===== src/rtl/seg7_pkg.sv =====
// seg7_pkg: shared constants and types for the 7-segment decode path.
//   SEG7_PATTERNS : segment patterns (bits g..a) for hex digits 0..F, indexed by value
//   BLANK         : all-segments-off pattern
//   state_t       : lock state of the decoder
package seg7_pkg;

    localparam logic [6:0] SEG7_PATTERNS [16] = '{
        7'h3F, 7'h06, 7'h5B, 7'h4F, 7'h66, 7'h6D, 7'h7D, 7'h07,
        7'h7F, 7'h6F, 7'h77, 7'h7C, 7'h39, 7'h5E, 7'h79, 7'h71
    };

    localparam logic [6:0] BLANK = 7'h00;

    typedef enum logic [1:0] {IDLE, SETTLING, LOCKED} state_t;

endpackage


===== src/rtl/seg7_lut.sv =====
// seg7_lut: combinational reverse lookup of a 7-segment pattern to its hex value.
//   pattern : segment bits g..a (dp excluded)
//   hit     : pattern matches one of the 16 hex glyphs
//   value   : decoded hex value, 0 when no hit
module seg7_lut
    import seg7_pkg::*;
(
    input  logic [6:0] pattern,
    output logic       hit,
    output logic [3:0] value
);

    always_comb begin
        hit   = 1'b0;
        value = 4'd0;
        for (int i = 0; i < 16; i++) begin
            if (pattern == SEG7_PATTERNS[i]) begin
                hit   = 1'b1;
                value = 4'(i);
            end
        end
    end

endmodule


===== src/rtl/seg7_decoder.sv =====
// seg7_decoder: debounced monitor that recovers the hex digit shown on a segment bus.
//   clk_2        : clock, rising edge
//   reset_n      : asynchronous active-low reset
//   seg_in       : observed segment bus {dp, g..a}
//   digit_out    : last accepted valid digit
//   dp_out       : dp of the last accepted pattern
//   blank        : last accepted pattern had no segments lit
//   digit_valid  : one-cycle pulse on acceptance of a decodable pattern
//   seg_error    : one-cycle pulse on acceptance of a lit but undecodable pattern
//   err_sticky   : latched seg_error, cleared by reset only
//   change_count : saturating count of acceptances
module seg7_decoder
    import seg7_pkg::*;
#(
    parameter int NBITS_SEG     = 8,
    parameter int STABLE_CYCLES = 4,
    parameter int CNT_W         = 8
) (
    input  logic                 clk_2,
    input  logic                 reset_n,
    input  logic [NBITS_SEG-1:0] seg_in,
    output logic [3:0]           digit_out,
    output logic                 dp_out,
    output logic                 blank,
    output logic                 digit_valid,
    output logic                 seg_error,
    output logic                 err_sticky,
    output logic [CNT_W-1:0]     change_count
);

    localparam logic [7:0] STABLE = 8'(STABLE_CYCLES);

    state_t               state_q, state_d;
    logic [NBITS_SEG-1:0] samp_q, locked_q;
    logic [7:0]           stab_q, stab_d;
    logic                 have_lock_q;
    logic [3:0]           digit_q;
    logic                 dp_q, blank_q, valid_q, error_q, sticky_q;
    logic [CNT_W-1:0]     count_q;
    logic                 hit, accept, is_blank;
    logic [3:0]           value;

    seg7_lut u_lut (
        .pattern (seg_in[6:0]),
        .hit     (hit),
        .value   (value)
    );

    // A change against the previous sample restarts the run; the run length
    // saturates so a held pattern keeps reporting "stable".
    always_comb begin
        stab_d   = (seg_in != samp_q) ? 8'd1 : (stab_q >= STABLE) ? STABLE : stab_q + 8'd1;
        accept   = (stab_d == STABLE) && (!have_lock_q || seg_in != locked_q);
        is_blank = seg_in[6:0] == BLANK;
        state_d  = accept ? LOCKED
                 : (state_q != IDLE && have_lock_q && seg_in == locked_q) ? LOCKED
                 : SETTLING;
    end

    always_ff @(posedge clk_2 or negedge reset_n) begin
        if (!reset_n) begin
            state_q     <= IDLE;
            samp_q      <= '0;
            stab_q      <= '0;
            locked_q    <= '0;
            have_lock_q <= 1'b0;
            digit_q     <= '0;
            dp_q        <= 1'b0;
            blank_q     <= 1'b1;
            valid_q     <= 1'b0;
            error_q     <= 1'b0;
            sticky_q    <= 1'b0;
            count_q     <= '0;
        end else begin
            state_q <= state_d;
            samp_q  <= seg_in;
            stab_q  <= stab_d;
            valid_q <= accept && hit;
            error_q <= accept && !hit && !is_blank;
            if (accept) begin
                locked_q    <= seg_in;
                have_lock_q <= 1'b1;
                dp_q        <= seg_in[NBITS_SEG-1];
                blank_q     <= is_blank;
                count_q     <= &count_q ? count_q : count_q + CNT_W'(1);
                if (hit) digit_q <= value;
                if (!hit && !is_blank) sticky_q <= 1'b1;
            end
        end
    end

    assign digit_out    = digit_q;
    assign dp_out       = dp_q;
    assign blank        = blank_q;
    assign digit_valid  = valid_q;
    assign seg_error    = error_q;
    assign err_sticky   = sticky_q;
    assign change_count = count_q;

endmodule


===== config.mk =====
export PLATFORM = sky130hd
export DESIGN_NAME = seg7_decoder
export DESIGN_NICKNAME = d
export VERILOG_FILES = /design/src/rtl/seg7_pkg.sv /design/src/rtl/seg7_lut.sv /design/src/rtl/seg7_decoder.sv
export SDC_FILE = /design/constraint.sdc
export NUM_CORES = 1
export LEC_CHECK = 0
export ABC_AREA = 1
export BUFFER_PORTS_ARGS = -buffer_cell sky130_fd_sc_hd__buf_2
export CAP_MARGIN = 25
export CORE_ASPECT_RATIO = 1.75
export CORE_MARGIN = 1
export CORE_UTILIZATION = 38
export DETAILED_ROUTE_END_ITERATION = 7
export GPL_ROUTABILITY_DRIVEN = 0
export GPL_TIMING_DRIVEN = 0
export PLACE_DENSITY = 0.65
export SYNTH_ARGS = -nofsm -noshare
export SYNTH_HDL_FRONTEND = slang
export SYNTH_SLANG_ARGS = --single-unit

===== constraint.sdc =====
create_clock -name clk_2 -period 2.87 [get_ports clk_2]
set_input_delay 0.4305 -clock clk_2 [delete_from_list [all_inputs] [get_ports clk_2]]
set_output_delay 0.4305 -clock clk_2 [all_outputs]
set_load 0.02 [all_outputs]

==> results.txt, run 1 <==
The logs give 42 for the maximum number of pins on one net before global-route repair and 1100 um2 for the multi-input logic area. Excluding fillers, the count of instances in the completed layout stands at 427. The library cell used most frequently in the layout, excluding fill and tap cells, is sky130_fd_sc_hd__nand2_1.

Prior to clock tree synthesis, the placed netlist has a worst setup slack of 893.0 ps. The tools report the number of design-rule violations left by the first detailed-router iteration as 45. After detailed routing, the average wire length per cell comes to 11.86 um. A synthesized cell averages 7.552 um2. The finished cells cover 2689 um2.

After routing, the total negative slack on setup checks comes to 0 ps. Static timing analysis puts the maximum clock frequency at 593.0 MHz. The part of the Yosys area used for sequential elements is 44.02%. The min-delay analysis places its worst path in the category input pin to register. IR analysis of the VDD net gives a maximum drop of 0.3366 mV. After synthesis, the cell types taking the most area are sky130_fd_sc_hd__dfrtp_1 43%, sky130_fd_sc_hd__nand2_1 17%, sky130_fd_sc_hd__nor2_1 5.6%, sky130_fd_sc_hd__nand3_1 5.4%, sky130_fd_sc_hd__inv_1 5.0%. The number of global-route vias before repair came out at 1910. The total global routing track utilization was 18.37%; the global-route wire length before repair was 8618 um. The root buffer cell chosen for the clock tree is sky130_fd_sc_hd__clkbuf_8.

Counting every instance in the synthesized netlist gives 309. The number of cells upsized or downsized after cts came out at 0. The tools report the endpoint class of the critical path as a register. The worst-path maximum fanout is 5, and the iteration count of the initial detailed-routing pass is 4.

For this run, the number of Yosys warnings is 0. Input and output buffers added on the ports amount to 26. After clock tree synthesis, the clock-pin slew on the worst setup and hold paths is 80 ps.

The number of distinct library cells after synthesis is 29. Relative to the synthesized area, the layout overhead comes to 15.23%. Row generation in the floorplan step produced 37 rows.

Setup repair after global routing left no endpoint under its margin. In this run the cell area measured after placement is 2576 um2. TritonCTS created 5 clock buffers. Using the TritonRoute via totals, the vias-per-cell ratio works out to 4.635. The logs give 6470 um2 for the total die area and 0 for the number of inserted diodes. The tools report the latest clock arrival within the worst-skew pair as 310 ps.

Summed over all instances, the cell type with the most area after synthesis is sky130_fd_sc_hd__dfrtp_1. The total of max-cap violations was 0; the layout cell share with drive strength beyond 1 was 18.34%. After synthesis the cells add up to 2333 um2. The flow ran to the end, and the final reports show no timing, DRC or antenna violations. The logs give 1979 for the via count of the routed design and 3780 um for the final HPWL from detailed placement. The die width was 61.24 um; the number of nets in the final layout was 361.

The total area of sequential cells was 1027 um2; the number of filler cells placed in the layout was 615. The total overflow left after global routing is 0. The logs give 2 for the buffer depth of the longest clock path and 0 for the count of antenna-violating nets left after detailed routing.

The final clock skew came out at 3.702 ps. The area fraction of the dominant cell type after synthesis is 42.90%. The startpoint type of the worst setup path was a register. At the worst endpoint, the arrival time is 1890 ps.

For this design, the sink count on the clock tree is 41. Measured along the y axis, the die boundary spans 105.7 um. After layout, the design draws a total of 0.001180 W. Including well taps, the total number of placed cells is 417.

The logs give 0 for the count of pins over their slew limit and 0 for the post-CTS setup buffer count. The number of antenna violations at the first check in global routing was 0. The critical path is of the register to register type. The effective utilization at floorplan came out at 39.69%.

TritonCTS built the clock tree. The setup-violating endpoint count in the final report was 0. The H-tree level count is 2. After detailed routing, the number of remaining DRC violations is 0.

The final worst slack was 1184 ps; the power per cell area was 438.8 nW/um2. The logs give 0 for the final-report hold violation count and 27 for the number of top-level pins. Wires add up to 5063 um.

For the worst setup path, the data required time is 3070 ps. The number of flip-flops and latches in the synthesized netlist came out at 41. The share of the cycle needed by the critical path after routing was 58.75%. The tools report the area of the placeable core as 5879 um2. After layout, the minimum clock period comes to 1686 ps.

The library cells used most frequently in the layout, excluding fill and tap cells, are 108 x sky130_fd_sc_hd__nand2_1, 40 x sky130_fd_sc_hd__dfrtp_1, 35 x sky130_fd_sc_hd__nor2_1. The leakage power total came out at 1.513 nW.
[Yosys cell counts, drive strengths merged]
library cell	instances
buf	6
o21ai	11
nor3	4
and3	2
nor4	1
nand3b	1
nor2	42
inv	39
dfrtp	40
or2	1
conb	1
nand3	28
xor2	4
xnor2	3
nand4	10
dfstp	1
nand2	112
ha	3
[worst max-delay path, cell delays in order (launching register included)]
cell and delay [ps]:
sky130_fd_sc_hd__dfrtp_1 350, sky130_fd_sc_hd__inv_1 60, sky130_fd_sc_hd__ha_1 300, sky130_fd_sc_hd__nand4_1 170, sky130_fd_sc_hd__nand4_1 170, sky130_fd_sc_hd__nor2_4 220
sky130_fd_sc_hd__nand3_2 160, sky130_fd_sc_hd__nand2_1 90, sky130_fd_sc_hd__nand2_1 50
[registers in the layout, indices dropped and copies added (netlist names)]
signal	cells
locked_q	8
change_count	8
have_lock_q	1
digit_valid	1
seg_error	1
samp_q	8
digit_out	4
blank	1
stab_q	8
err_sticky	1
[logic make-up (layout without fill, tap and decap cells)]
| group | count (synthesis) | after routing | share of synthesized area [%] |
|---|---|---|---|
| AND/OR/NAND/NOR | 201 | 201 | 39.73 |
| buffers and inverters | 45 | 81 | 9.491 |
| flip-flops | 41 | 41 | 44.02 |
| AO/OA/AOI/OAI | 11 | 11 | 2.359 |
| XOR/XNOR | 7 | 7 | 2.627 |
| adder cells (fa/ha/maj) | 3 | 3 | 1.609 |
| other | 1 | 5 | 0.1607 |
[stage by stage]
stage	util [%]	hold slack [ps]
2_1_floorplan	-	134.9
3_3_place_gp	43.82	444.4
3_5_place_dp	43.82	452.8
4_1_cts	45.22	237.6
5_1_grt	45.73	241.7
6_report	45.73	248.9
[layer usage]
metal  GRT usage, %  vias up  routed length [um]  share of wire, %
li1               -     1028                   -                 -
met1          19.62      905                2041                40
met2          31.21       34                2671                53
met5              0        -                   0                 0
met4          11.36        0                 215               4.2
met3          3.804       12                 135               2.7
[cell type report]
class	instances	area share (%)
Inverter	39	5.724
Multi-Input combinational cell	227	40.90
Clock inverter	2	0.3723
Timing Repair Buffer	28	5.956
Tap cell	78	3.630
Buffer	6	2.513
Sequential cell	41	38.20
Clock buffer	6	2.699
[power by group]
part	leakage [nW]	switching, W	internal, W
Sequential	0.507	0.0000160	0.000606
Combinational	0.961	0.000115	0.0000600
Clock	0.0450	0.000213	0.000169
Total	1.51	0.000345	0.000835
[path summary, 6_finish.rpt]
path,endpoint,slack (ps),from,cells after the start
hold / removal,samp_q[2],250,seg_in[2],1
hold reg to reg,err_sticky,470,err_sticky,2
max in group asynchronous,blank,1960,reset_n,3
min in group asynchronous,samp_q[2],450,reset_n,2
setup reg to reg,digit_out[1],1180,stab_q[0],8
setup / recovery,digit_out[1],1180,stab_q[0],8
[timing repair]
| item | 4_1_cts | 5_1_grt |
|---|---|---|
| endpoints found under the hold margin | 0 | 1 |
| hold buffers | 0 | 1 |
| setup endpoints to repair | 0 | 0 |
Note: power is estimated with default switching activity, not from simulation.
==> run 2, diff against run 1 <==
Settings changed: ABC_AREA 1 to 0, PLACE_DENSITY 0.65 to 0.67.
Clock period 2.87 ns to 1.5 ns, I/O delays scaled along.
==> run 2 against run 1 <==
Compared with the run above: the run now ends with setup timing left; global-route usage shrank 1.5 points; flip-flop and latch count unchanged; sequential power rose by 98%; design area is 3.5% lower; synthesized cell count fell by 36%; clock skew rose by 6.9 ps; critical path depth fell by 1; total power grew 92%; highest routed layer unchanged.
==> results.txt, run 2 <==
For this run, design rule violations remaining after detail routing come to 0. Per report_power, the clock group accounts for 30.2% of the total. The tools report the highest attainable clock frequency as 556.4 MHz. The number of sinks handled by clock tree synthesis is 41, and the final-report hold violation count is 0. Summed over all layers, the global routing overflow is 0. The average wire length per cell after detail routing is 13.97 um.

Summing the areas of all xor and xnor instances in the mapped netlist gives 8.985% of the synthesized area. For this run, the leading register cell type out of synthesis is sky130_fd_sc_hd__dfrtp_1. On the worst path, the slowest cell contributes a delay of 390 ps.

Iteration count of the initial detailed-routing pass: 4. After Yosys synthesis, and, or, nand and nor cells account for 19.95% of the synthesized area. Counting the buffers created by CTS gives 5.

The H-tree was split into 2 levels. Counting the fill cells in the layout gives 532. The internal portion of the total power is 0.001660 W. The post-route netlist has 33.20% of its cells at a drive strength greater than 1.

Across the VDD grid, the largest voltage drop is 0.7389 mV. The first global-routing pass estimated 7562 um of wire. The number of global-route vias before repair is 1710, and the area fraction of the dominant cell type after synthesis is 46.67%. The run gives 16.92% as the total global routing track utilization. The checks that failed: setup timing. The synthesized netlist occupies a cell area of 2145 um2.

The worst setup path is captured at a register. Counting along the longest clock path gives a buffer depth of 2. Once placement finished, the instance area stood at 2404 um2. The number of warnings issued by yosys was 0; the number of top-level pins was 27. The flow ran to the end, but the final reports show violations. Yosys attributes the largest share of cell area to sky130_fd_sc_hd__dfrtp_1 47%, sky130_fd_sc_hd__mux2_2 6.8%, sky130_fd_sc_hd__xnor2_1 5.7%, sky130_fd_sc_hd__xor2_1 3.3%, sky130_fd_sc_hd__buf_6 2.6%.

The CTS clock-pin slew for the worst setup and hold paths came out at 70 ps. For the part of the total power dissipated in combinational logic, the log shows 15.6%. TritonCTS built the clock tree.

The tools report the maximum number of pins on one net before global-route repair as 42. After floorplanning, the core was sized to cover 5343 um2. Setup repair after global routing could not meet its margin everywhere.

Net switching is 26.83% of the power. Sequential cells were found to cover 47.90% of the synthesized design area. The number of design-rule violations left by the first detailed-router iteration is 35. For this run, the post-layout net count is 253. Across the run, the number of max-cap violations was 0.

For the number of distinct library cells after synthesis, the log shows 47. Number of inserted diodes: 0. The number of standard cells after synthesis was 197; the total of buffers placed on input and output ports was 26. After synthesis, the largest family of logic cells by area is simple AND/OR/NAND/NOR gates. CTS placed an instance of sky130_fd_sc_hd__clkbuf_8 at the clock tree root.

At the worst endpoint, the required time is 1670 ps. Counting I/O delays and the setup requirement, the final critical path takes 1797 ps. The final HPWL from detailed placement was 3153 um. For the latest clock arrival within the worst-skew pair, the log shows 290 ps.

Path category of the worst min-delay check: input pin to register. Cell with the largest stage delay on the worst path: sky130_fd_sc_hd__dfrtp_1. At the pin with the least slew margin, the transition time is 891.5 ps. STA puts the critical path data arrival time at 1970 ps. The synthesized netlist devotes 1.750% of its cell area to adder and majority cells. Using the TritonRoute via totals, the vias-per-cell ratio works out to 5.095. Final worst slack: -297.4 ps. In this run the remaining antenna-violating nets after routing total 0. The number of flip-flops and latches in the synthesized netlist was 41; the vertical die dimension was 101.4 um. Leading cell type in the layout, fill and taps excluded: sky130_fd_sc_hd__dfrtp_1. The share of the synthesized area in compound gates (AO/OA/AOI/OAI) was 7.235%; the count of pins over their slew limit was 0. Of all cell types, the one taking the most synthesized area is sky130_fd_sc_hd__dfrtp_1. The number of antenna violations at the first check in global routing was 0; the mean post-synth cell area was 10.89 um2. For this block, the routed nets add up to 4402 um of wire. Across the routed clock network, the largest skew measured is 10.60 ps. For this run, asynchronously set or reset flops after synthesis account for 100.0%. The critical path is of the register to register type. By instance count, the leading cell after synthesis is sky130_fd_sc_hd__dfrtp_1. The commonest cells after synthesis are 40 x sky130_fd_sc_hd__dfrtp_1, 14 x sky130_fd_sc_hd__xnor2_1, 13 x sky130_fd_sc_hd__mux2_2. The die covers 5960 um2.

For the number of placement rows, the log shows 35. The area overhead of the layout relative to synthesis is 21.00%. The worst relative slew slack is 40.57%. The effective utilization at floorplan is 40.14%, and the power per cell area is 874.5 nW/um2. Summed over all cells, the static leakage comes to 1.278 nW.

The share of the cycle needed by the critical path after routing was 119.8%. The post-route worst hold slack is 52.62 ps. The count of hold buffers inserted by post-cts repair was 0. Number of synthesized flops with an enable pin: 0. The via count of the routed design is 1605. Traced cell by cell, the critical path runs through xor2_1 > nor4_1 > nand4_1 > and3_4 > buf_6 > buf_4 > mux2_4.

In this run the horizontal extent of the chip is 58.79 um. The share of synthesized area spent on multiplexers is 8.343%, and the final instance area is 2595 um2. Along the worst path, the maximum fanout reaches 5.

Setup violations remaining at the end of the flow were counted as 23. The analysis attributes to net switching a power of 0.0006089 W. STA classifies the critical path startpoint as a register.

In the layout the commonest cells are 40 x sky130_fd_sc_hd__dfrtp_1, 34 x sky130_fd_sc_hd__buf_2, 12 x sky130_fd_sc_hd__xnor2_1, 12 x sky130_fd_sc_hd__nand2_1, 9 x sky130_fd_sc_hd__mux2_4. Sequential cells burn 54.2% of the power.
-- run 2: cell types whose count changed in the layout (fill, tap and decap cells not counted), moves of 9 or more --
cell	previous run	this run
sky130_fd_sc_hd__xnor2_1	3	12
sky130_fd_sc_hd__mux2_4	0	9
sky130_fd_sc_hd__inv_1	31	6
sky130_fd_sc_hd__nor2_1	35	7
sky130_fd_sc_hd__nand3_1	25	6
sky130_fd_sc_hd__nand2_1	108	12
-- run 2: layer usage --
layer  global-route usage, %  share of wire [%]  up-vias
li1                        -                  -      771
met1                   16.94                 38      775
met2                   31.29                 55       44
met3                   2.682                2.8       15
met4                   10.62                4.1        0
met5                       0                  0        -
-- run 2: critical path, delay by kind of cell (launching register included) --
kind / cells / cell delay (ps)
muxes: 1 / 280
DFF: 1 / 390
xor gates and xnor gates: 1 / 150
buffers and inverters: 2 / 260
and+or+nand+nor: 3 / 610
-- run 2: final cells by class --
type,count,area [um2],area share [%]
plain buffers,13,98.84,3.809
clock buffers,6,72.57,2.797
clock inverters,2,10.01,0.3857
inverters,6,22.52,0.8679
multi-input cells,141,1099,42.33
flip-flops and latches,41,1027,39.59
well taps,74,92.59,3.568
repair buffers,32,172.7,6.654
-- run 2: final timing paths --
kind                              from           to  slack [ps]  depth (start not counted)
hold / removal               seg_in[2]    samp_q[2]          50                          1
max in group asynchronous      reset_n  locked_q[2]         880                          1
setup reg to reg           locked_q[2]  locked_q[2]        -300                          7
min in group asynchronous      reset_n    samp_q[4]          60                          1
hold reg to reg            have_lock_q  have_lock_q         470                          1
setup / recovery           locked_q[2]  locked_q[2]        -300                          7
-- run 2: per-stage QoR --
step / power, W / setup TNS, ps / utilization [%] / worst slack (ps) / std cells
finish: 0.002269 / -4533 / 48.57 / -297.4 / 315
global route: 0.002371 / -6815 / 48.57 / -378.5 / 315
CTS: 0.002296 / -4989 / 47.54 / -299.9 / 313
detailed placement: 0.001589 / -9260 / 44.99 / -613.0 / 301
global placement: 0.001583 / -8464 / 44.99 / -588.5 / 301
floorplan: 0.001475 / -1973 / - / -191.5 / 201
-- run 2: power by group through the flow --
stage / clock network, W / logic [W] / registers (W)
2_1_floorplan: 0 / 0.000206 / 0.00127
3_3_place_gp: 0 / 0.000336 / 0.00125
3_5_place_dp: 0 / 0.000340 / 0.00125
4_1_cts: 0.000716 / 0.000351 / 0.00123
5_1_grt: 0.000739 / 0.000392 / 0.00124
6_report: 0.000685 / 0.000355 / 0.00123
-- run 2: kinds of logic (layout without fill, tap and decap cells) --
logic type	Yosys count	in the layout
adder cells (fa/ha/maj)	3	3
AO/OA/AOI/OAI	24	24
flip-flops	41	41
multiplexers	16	16
AND/OR/NAND/NOR	71	71
buffers and inverters	19	59
other	1	5
XOR/XNOR	22	22
-- run 2: timing repair --
item,4_1_cts,5_1_grt
gates resized for setup,6,6
setup buffers,3,2
pin swaps,5,6
cloned,1,0
endpoints found under the setup margin,24,24
